<file path="src/rtl/fifo_wr_arbiter.sv">
// Round-robin, packet-locked arbiter that shares one FIFO write port among NREQ requesters.
// It also keeps a saturating count of cycles the owner spent blocked by FIFO back-pressure.
module fifo_wr_arbiter #(
  parameter int NREQ      = 4,
  parameter int WIDTH     = 8,
  parameter int MAX_BURST = 16,
  parameter int IDW       = 2
) (
  input  logic                  clk_i,
  input  logic                  rst_n_i,
  input  logic [NREQ-1:0]       req_i,
  input  logic [NREQ-1:0]       last_i,
  input  logic [NREQ*WIDTH-1:0] wdata_i,
  input  logic                  full_i,
  output logic [NREQ-1:0]       ack_o,
  output logic                  wr_en_o,
  output logic [WIDTH-1:0]      wdata_o,
  output logic [NREQ-1:0]       gnt_o,
  output logic [IDW-1:0]        gnt_id_o,
  output logic                  busy_o,
  output logic [15:0]           stall_cnt_o
);

  // Handshake: a beat moves when the owner holds req_i high and full_i is low.
  // ack_o and wr_en_o are asserted combinationally in that same cycle.
  localparam int CW = $clog2(MAX_BURST + 1);

  typedef enum logic {
    IDLE  = 1'b0,
    BURST = 1'b1
  } state_t;

  state_t          state_q, state_d;
  logic [NREQ-1:0] gnt_q, gnt_d;
  logic [IDW-1:0]  gnt_id_q, gnt_id_d;
  logic [IDW-1:0]  last_q, last_d;
  logic [CW-1:0]   beat_q, beat_d;
  logic [15:0]     stall_q, stall_d;

  logic [IDW-1:0]   winner;
  logic [IDW-1:0]   idx;
  logic             found;
  logic             owner_req;
  logic             owner_last;
  logic             accept;
  logic             cap_hit;
  logic [WIDTH-1:0] sel_data;

  // Search upward from the previous winner, wrapping modulo NREQ.
  always_comb begin
    winner = '0;
    found  = 1'b0;
    idx    = '0;
    for (int i = 1; i <= NREQ; i++) begin
      idx = IDW'((int'(last_q) + i) % NREQ);
      if (!found && req_i[idx]) begin
        found  = 1'b1;
        winner = idx;
      end
    end
  end

  always_comb begin
    sel_data = '0;
    for (int k = 0; k < NREQ; k++) begin
      if (gnt_id_q == IDW'(k)) sel_data = wdata_i[k*WIDTH +: WIDTH];
    end
  end

  assign owner_req  = req_i[gnt_id_q];
  assign owner_last = last_i[gnt_id_q];
  assign accept     = (state_q == BURST) & owner_req & ~full_i;
  assign cap_hit    = (beat_q + 1'b1) == CW'(MAX_BURST);

  always_comb begin
    state_d  = state_q;
    gnt_d    = gnt_q;
    gnt_id_d = gnt_id_q;
    last_d   = last_q;
    beat_d   = beat_q;
    stall_d  = stall_q;
    unique case (state_q)
      IDLE: begin
        if (found) begin
          state_d  = BURST;
          gnt_d    = NREQ'(1) << winner;
          gnt_id_d = winner;
          last_d   = winner;
          beat_d   = '0;
        end
      end
      BURST: begin
        if (!owner_req) begin
          state_d = IDLE;
          gnt_d   = '0;
        end else if (full_i) begin
          stall_d = (stall_q == 16'hFFFF) ? stall_q : stall_q + 16'd1;
        end else begin
          beat_d = beat_q + 1'b1;
          if (owner_last || cap_hit) begin
            state_d = IDLE;
            gnt_d   = '0;
          end
        end
      end
      default: begin
        state_d = IDLE;
        gnt_d   = '0;
      end
    endcase
  end

  always_ff @(posedge clk_i or negedge rst_n_i) begin
    if (!rst_n_i) begin
      state_q  <= IDLE;
      gnt_q    <= '0;
      gnt_id_q <= '0;
      last_q   <= IDW'(NREQ - 1);
      beat_q   <= '0;
      stall_q  <= '0;
    end else begin
      state_q  <= state_d;
      gnt_q    <= gnt_d;
      gnt_id_q <= gnt_id_d;
      last_q   <= last_d;
      beat_q   <= beat_d;
      stall_q  <= stall_d;
    end
  end

  // Gating with rst_n_i keeps the write port quiet for the whole reset pulse.
  assign wr_en_o     = rst_n_i & accept;
  assign ack_o       = {NREQ{wr_en_o}} & gnt_q;
  assign wdata_o     = (rst_n_i && state_q == BURST) ? sel_data : '0;
  assign gnt_o       = gnt_q;
  assign gnt_id_o    = gnt_id_q;
  assign busy_o      = (state_q == BURST);
  assign stall_cnt_o = stall_q;

endmodule
</file>
<file path="config.mk">
export PLATFORM = sky130hd
export DESIGN_NAME = fifo_wr_arbiter
export DESIGN_NICKNAME = d
export VERILOG_FILES = /design/src/rtl/fifo_wr_arbiter.sv
export SDC_FILE = /design/constraint.sdc
export NUM_CORES = 1
export LEC_CHECK = 0
export CORE_MARGIN = 2
export CORE_UTILIZATION = 46
export CTS_CLUSTER_SIZE = 28
export DETAILED_ROUTE_END_ITERATION = 16
export PLACE_DENSITY = 0.83
export SETUP_SLACK_MARGIN = 0.4
export SLEW_MARGIN = 25
export SYNTH_ARGS = -nofsm -noshare
export SYNTH_HDL_FRONTEND = slang
export SYNTH_SLANG_ARGS = --single-unit
</file>
<file path="constraint.sdc">
create_clock -name clk_i -period 3.26 [get_ports clk_i]
set_input_delay 0.489 -clock clk_i [delete_from_list [all_inputs] [get_ports clk_i]]
set_output_delay 0.489 -clock clk_i [all_outputs]
set_load 0.02 [all_outputs]
</file>
# Word-level counts from Yosys, hierarchy flattened
# Cells that the tools add are included.
# op_classes
n_addsub	6
magnitude_cmp	5
n_eq_ne	10
n_shift	1
mux	39
bitwise_logic	7
reduce_logical	13
# op_table
cell	count
8-bit 2-to-1 mux	5
16-bit by 1-bit adder with 16-bit output, second input constant	1
16-bit equality test, second input constant	1
4-bit 2-to-1 mux	4
2-bit by 3-bit < comparator with 1-bit output, second input constant	5
5-bit 2-to-1 mux	3
1-bit 2-to-1 mux	14
1-bit binary-select mux with 2-bit select	6
5-bit case mux with 2 select lines	1
2-bit 2-to-1 mux	4
4-bit case mux with 2 select lines	1
3-bit AND reduction	2
5-bit by 1-bit adder with 5-bit output, second input constant	1
5-bit equality test, second input constant	1
2-bit by 1-bit adder with 2-bit output, second input constant	2
2-bit adder, second input constant	2
4-bit AND	1
2-bit equality test, second input constant	2
1-bit logical AND	4
2-bit inequality test, second input constant	2
4-bit AND reduction	1
1-bit by 2-bit left shift with 4-bit output, first input constant	1
1-bit AND	3
1-bit logical NOT	3
other kinds (9)	11
# totals
register_bits	30
in_bits	43
output_inout_bits	36

# Depth between registers and ports, before layout
# depth
word_depth	16
ltp_mapped	8
depth_no_buf	6

# Worst setup path after synthesis
# No wires, ideal clock.
# synth_timing
path_type	reg2out
startpoint	reg gnt_id_q[0], in the netlist gnt_id_o[0]
endpoint	out ack_o[0]
arrival_ns	1.621
slack_ns	1.150
stages_incl_launch_ff	5
n_path_buf	1
path_cell_list	dfrtp_1 > mux4_2 > and3_1 > clkbuf_1 > and3_1
# synth_via
elab_chain_cells	6
# synth_lines
element	line	text
start: declaration	35	logic [IDW-1:0] gnt_id_q, gnt_id_d;
start signal: assignment	124	gnt_id_q <= gnt_id_d;
1-bit binary-select mux with 2-bit select	70	assign owner_req = req_i[gnt_id_q];
1-bit 2-to-1 mux (implied by the code)	70	
1-bit AND (2 in a row)	72	assign accept = (state_q == BURST) & owner_req & ~full_i;
1-bit AND	132	assign wr_en_o = rst_n_i & accept;
4-bit AND	133	assign ack_o = {NREQ{wr_en_o}} & gnt_q;
end: declaration	15	output logic [NREQ-1:0] ack_o,
# No other way between the ends. The select of a mux whose other input is x is not followed.

# Final worst setup path
# layout_timing
startpoint	in req_i[3]
endpoint	out ack_o[1]
# layout_via
elab_chain_cells	6
# layout_lines
element	line	text
start: declaration	11	input logic [NREQ-1:0] req_i,
1-bit binary-select mux with 2-bit select	70	
1-bit 2-to-1 mux (implied by the code)	70	
1-bit AND (2 in a row)	72	
1-bit AND	132	
4-bit AND	133	
# No other way between the ends. The select of a mux whose other input is x is not followed.

==> summary.md <==
* finished clean — outcome
* 5082 um — final wirelength
* 2 — maximum buffer depth of the clock tree
* sky130_fd_sc_hd__clkbuf_8 — cell chosen for the clock root
* 85.47% — part of the cycle the worst path needs
* output port — crit path capture type
* 5.641 — DR vias/cell
* sky130_fd_sc_hd__clkdlybuf4s50_1 — most frequent standard cell in the layout excluding fill and tap cells
* 1726 — total number of vias
* 13.28% — share of post-route cells with drive strength above 1
* 0 — grt total ovfl
* 67.34 um — Die Y
* built — clock tree from TritonCTS
* 52.27% — layout overhead on the synthesized area
* 0 — number of warnings issued by yosys
* 4 — number of iterations in the first detailed-routing pass
* 67.34 um — width of the chip
* input port — startpoint type of the worst setup path
* 10.55 um2 — mean instance size in the synthesized netlist
* 4535 um2 — die area
* 358.9 MHz — highest attainable clock frequency
* 2770 ps — critical path required time
* 30 — number of flip-flops and latches in the synthesized netlist
* 0 — number of synthesized flops with an enable pin
* 0 — DRC violations left
* flip-flop to flip-flop — worst hold path type
* 70 ps — clock transition at the register clock pins on the worst setup and hold paths after CTS
* 0 — number of antenna violations at the first check in global routing
* 8100 um — wire length of the first global-routing pass
* 8 — maximum net fanout on the critical path
* 3943 um2 — area of the placeable core
* 300 — NumNets Final
* 0 — Max Cap Viol
* 220 — net count of the mapped netlist
* 100.0% — FFs w/ async S/R, synth
* 530 ps — CP peak stage delay
* 46.81% — effective utilization at floorplan
* 5 — Num CTS Buffers
* 78 — quantity of I/O buffers inserted on ports
* 16.61 um — Wirelength per Cell
* 40.81% — register area share after synthesis
* no — unrepaired setup endpoints after global routing
* 526.8 ps — actual slew at the worst max-slew pin
* 73 x sky130_fd_sc_hd__clkdlybuf4s50_1, 28 x sky130_fd_sc_hd__dfrtp_1, 18 x sky130_fd_sc_hd__and3_1 — top library cells by usage in the layout, fill and taps aside
* 0 — final count of hold timing violations
* 2300 ps — Crit path arrival time
* sky130_fd_sc_hd__dfrtp_1 — most frequently used flop master after synthesis
* 737.8 nW/um2 — Power Dens Cells
* 3812 um — placed wire-length estimate
* sky130_fd_sc_hd__dfrtp_1 38%, sky130_fd_sc_hd__mux4_2 12%, sky130_fd_sc_hd__and3_1 6.4%, sky130_fd_sc_hd__xnor2_1 5.7%, sky130_fd_sc_hd__nand4_1 4.4% — main area contributors after synthesis
* 24.43% — global-route usage over all layers
* 1662 — number of global-route vias before repair
* 2 — H-tree levels
* 79 — Boundary Pins
* sky130_fd_sc_hd__mux4_2 — slowest cell on the critical path
* 0 — final number of max-transition violations
* 0 ps — TNS Setup
* 175 — number of instances in the synthesized netlist
* 1.197 nW — static leakage power
* clkdlybuf4s50_1, mux4_2, and3_2, and3_1, dlygate4sd2_1 — cell breakdown of the critical path
* 40 — number of different library cells in the post-synthesis netlist
* input port to output port — type of the setup path with the least slack
* 2786 ps — time the final worst path needs with I/O delays and setup
* 3.466 ps — post-route clock skew
* 64.56% — Slew headroom
* 290 ps — latest clock arrival within the worst-skew pair
* 0 — total inserted antenna cells
* 72 — detailed router's first-iteration violation count
* 37.97% — area share of the largest cell type after synthesis
* 0.8283 — routability congestion estimate
* 19 — pin count of the biggest net entering global routing
* 2.073 mW — post-route total power
* 1846 um2 — Synth Cell Area
* sky130_fd_sc_hd__dfrtp_1 — Synth area leader
* 23 — std cell rows
* 30 — Clock Sinks
* 0.5961 mV — peak supply drop
* 0 — number of failing setup endpoints in the final timing report
* 0 — count of nets left with antenna violations after detail routing
==> power by group <==
part	switching [mW]	total, mW	internal [mW]	leakage, nW
clock	0.145	0.471	0.326	0.0714
sequential	0.144	0.621	0.478	0.393
combinational	0.482	0.981	0.499	0.733
==> state kept, by name, indices dropped and copies added (netlist names) <==
name         flops
stall_cnt_o     16
beat_q           5
gnt_o            4
gnt_id_o         2
last_q           2
busy_o           1
==> cell families (layout without fill, tap and decap cells) <==
group / count (synthesis) / in the layout / share of synthesized area, %
AO/OA/AOI/OAI: 21 / 21 / 8.000
XOR/XNOR: 15 / 15 / 7.119
adder cells (fa/ha/maj): 2 / 2 / 1.356
buffers and inverters: 11 / 92 / 3.118
flip-flops: 30 / 30 / 40.81
multiplexers: 12 / 12 / 13.42
AND/OR/NAND/NOR: 84 / 84 / 26.17
==> cells in the mapped netlist, types with 2 or more instances <==
cell type	instances
sky130_fd_sc_hd__xor2_1	3
sky130_fd_sc_hd__mux4_2	10
sky130_fd_sc_hd__xnor2_1	12
sky130_fd_sc_hd__o21ai_1	2
sky130_fd_sc_hd__clkbuf_1	4
sky130_fd_sc_hd__a21oi_1	3
sky130_fd_sc_hd__nand4_1	13
sky130_fd_sc_hd__nand2_1	16
sky130_fd_sc_hd__ha_1	2
sky130_fd_sc_hd__nor4_1	3
sky130_fd_sc_hd__nor2b_1	2
sky130_fd_sc_hd__and3_1	19
sky130_fd_sc_hd__mux2_2	2
sky130_fd_sc_hd__and2_1	2
sky130_fd_sc_hd__dfstp_2	2
sky130_fd_sc_hd__nand3_1	9
sky130_fd_sc_hd__a31oi_1	2
sky130_fd_sc_hd__dfrtp_1	28
sky130_fd_sc_hd__nand2b_1	4
sky130_fd_sc_hd__o21a_1	2
sky130_fd_sc_hd__nor2_1	8
sky130_fd_sc_hd__a21o_1	3
sky130_fd_sc_hd__o21ai_0	4
sky130_fd_sc_hd__buf_2	4
==> final cells by class <==
| cell class | instances | area, um2 |
|---|---|---|
| fill | 284 | 1132 |
| multi-input combinational | 134 | 1036 |
| timing repair buffer | 83 | 812.0 |
| clock inverter | 2 | 60.06 |
| tap | 50 | 62.56 |
| clock buffer | 6 | 82.58 |
| sequential | 30 | 753.2 |
| inverter | 1 | 3.754 |
==> through the flow <==
stage	area, um2	instances	util [%]	hold WS [ps]	setup WS (ps)
after floorplan	1846	175	-	193.4	1150
final	2810	306	71.28	522.8	473.5
after global placement	2665	297	67.60	505.1	253.1
after CTS	2803	305	71.09	522.5	454.4
after global routing	2810	306	71.28	547.0	410.1
after detailed placement	2665	297	67.60	510.2	212.3
==> path summary, 6_finish.rpt <==
| check | from | to | slack (ps) | depth (start not counted) |
|---|---|---|---|---|
| max | req_i[3] | ack_o[1] | 470 | 5 |
| min | stall_cnt_o[10]$_DFFE_PN0P_ | stall_cnt_o[10]$_DFFE_PN0P_ | 520 | 1 |
| max reg2reg | stall_cnt_o[0]$_DFFE_PN0P_ | stall_cnt_o[1]$_DFFE_PN0P_ | 1340 | 5 |
| min reg2reg | stall_cnt_o[10]$_DFFE_PN0P_ | stall_cnt_o[10]$_DFFE_PN0P_ | 520 | 1 |
| max in group asynchronous | rst_n_i | last_q[1]$_DFFE_PN1P_ | 2100 | 2 |
| min in group asynchronous | rst_n_i | beat_q[2]$_DFFE_PN0P_ | 540 | 1 |
==> repair_timing <==
| action | in CTS | in global routing |
|---|---|---|
| buffers inserted | 0 | 1 |
| hold buffers | 0 | 0 |
| setup endpoints to repair | 5 | 4 |
| gates resized for setup | 6 | 0 |
| gates cloned | 0 | 0 |
==> routing by layer <==
| layer | up-vias | routed length [um] | global-route usage (%) |
|---|---|---|---|
| met1 | 858 | 2077 | 29.96 |
| met3 | 8 | 234 | 6.833 |
| met4 | 0 | 71 | 7.143 |
| met5 | - | 0 | 0 |
| met2 | 44 | 2700 | 41.96 |
| li1 | 816 | - | - |
==> worst max-delay path, delay by kind of cell <==
| kind | cells | cell delay, ps |
|---|---|---|
| multiplexers | 1 | 530 |
| buffers and inverters | 2 | 790 |
| AND/OR/NAND/NOR | 2 | 490 |
Power figures use the tool's default switching activity.
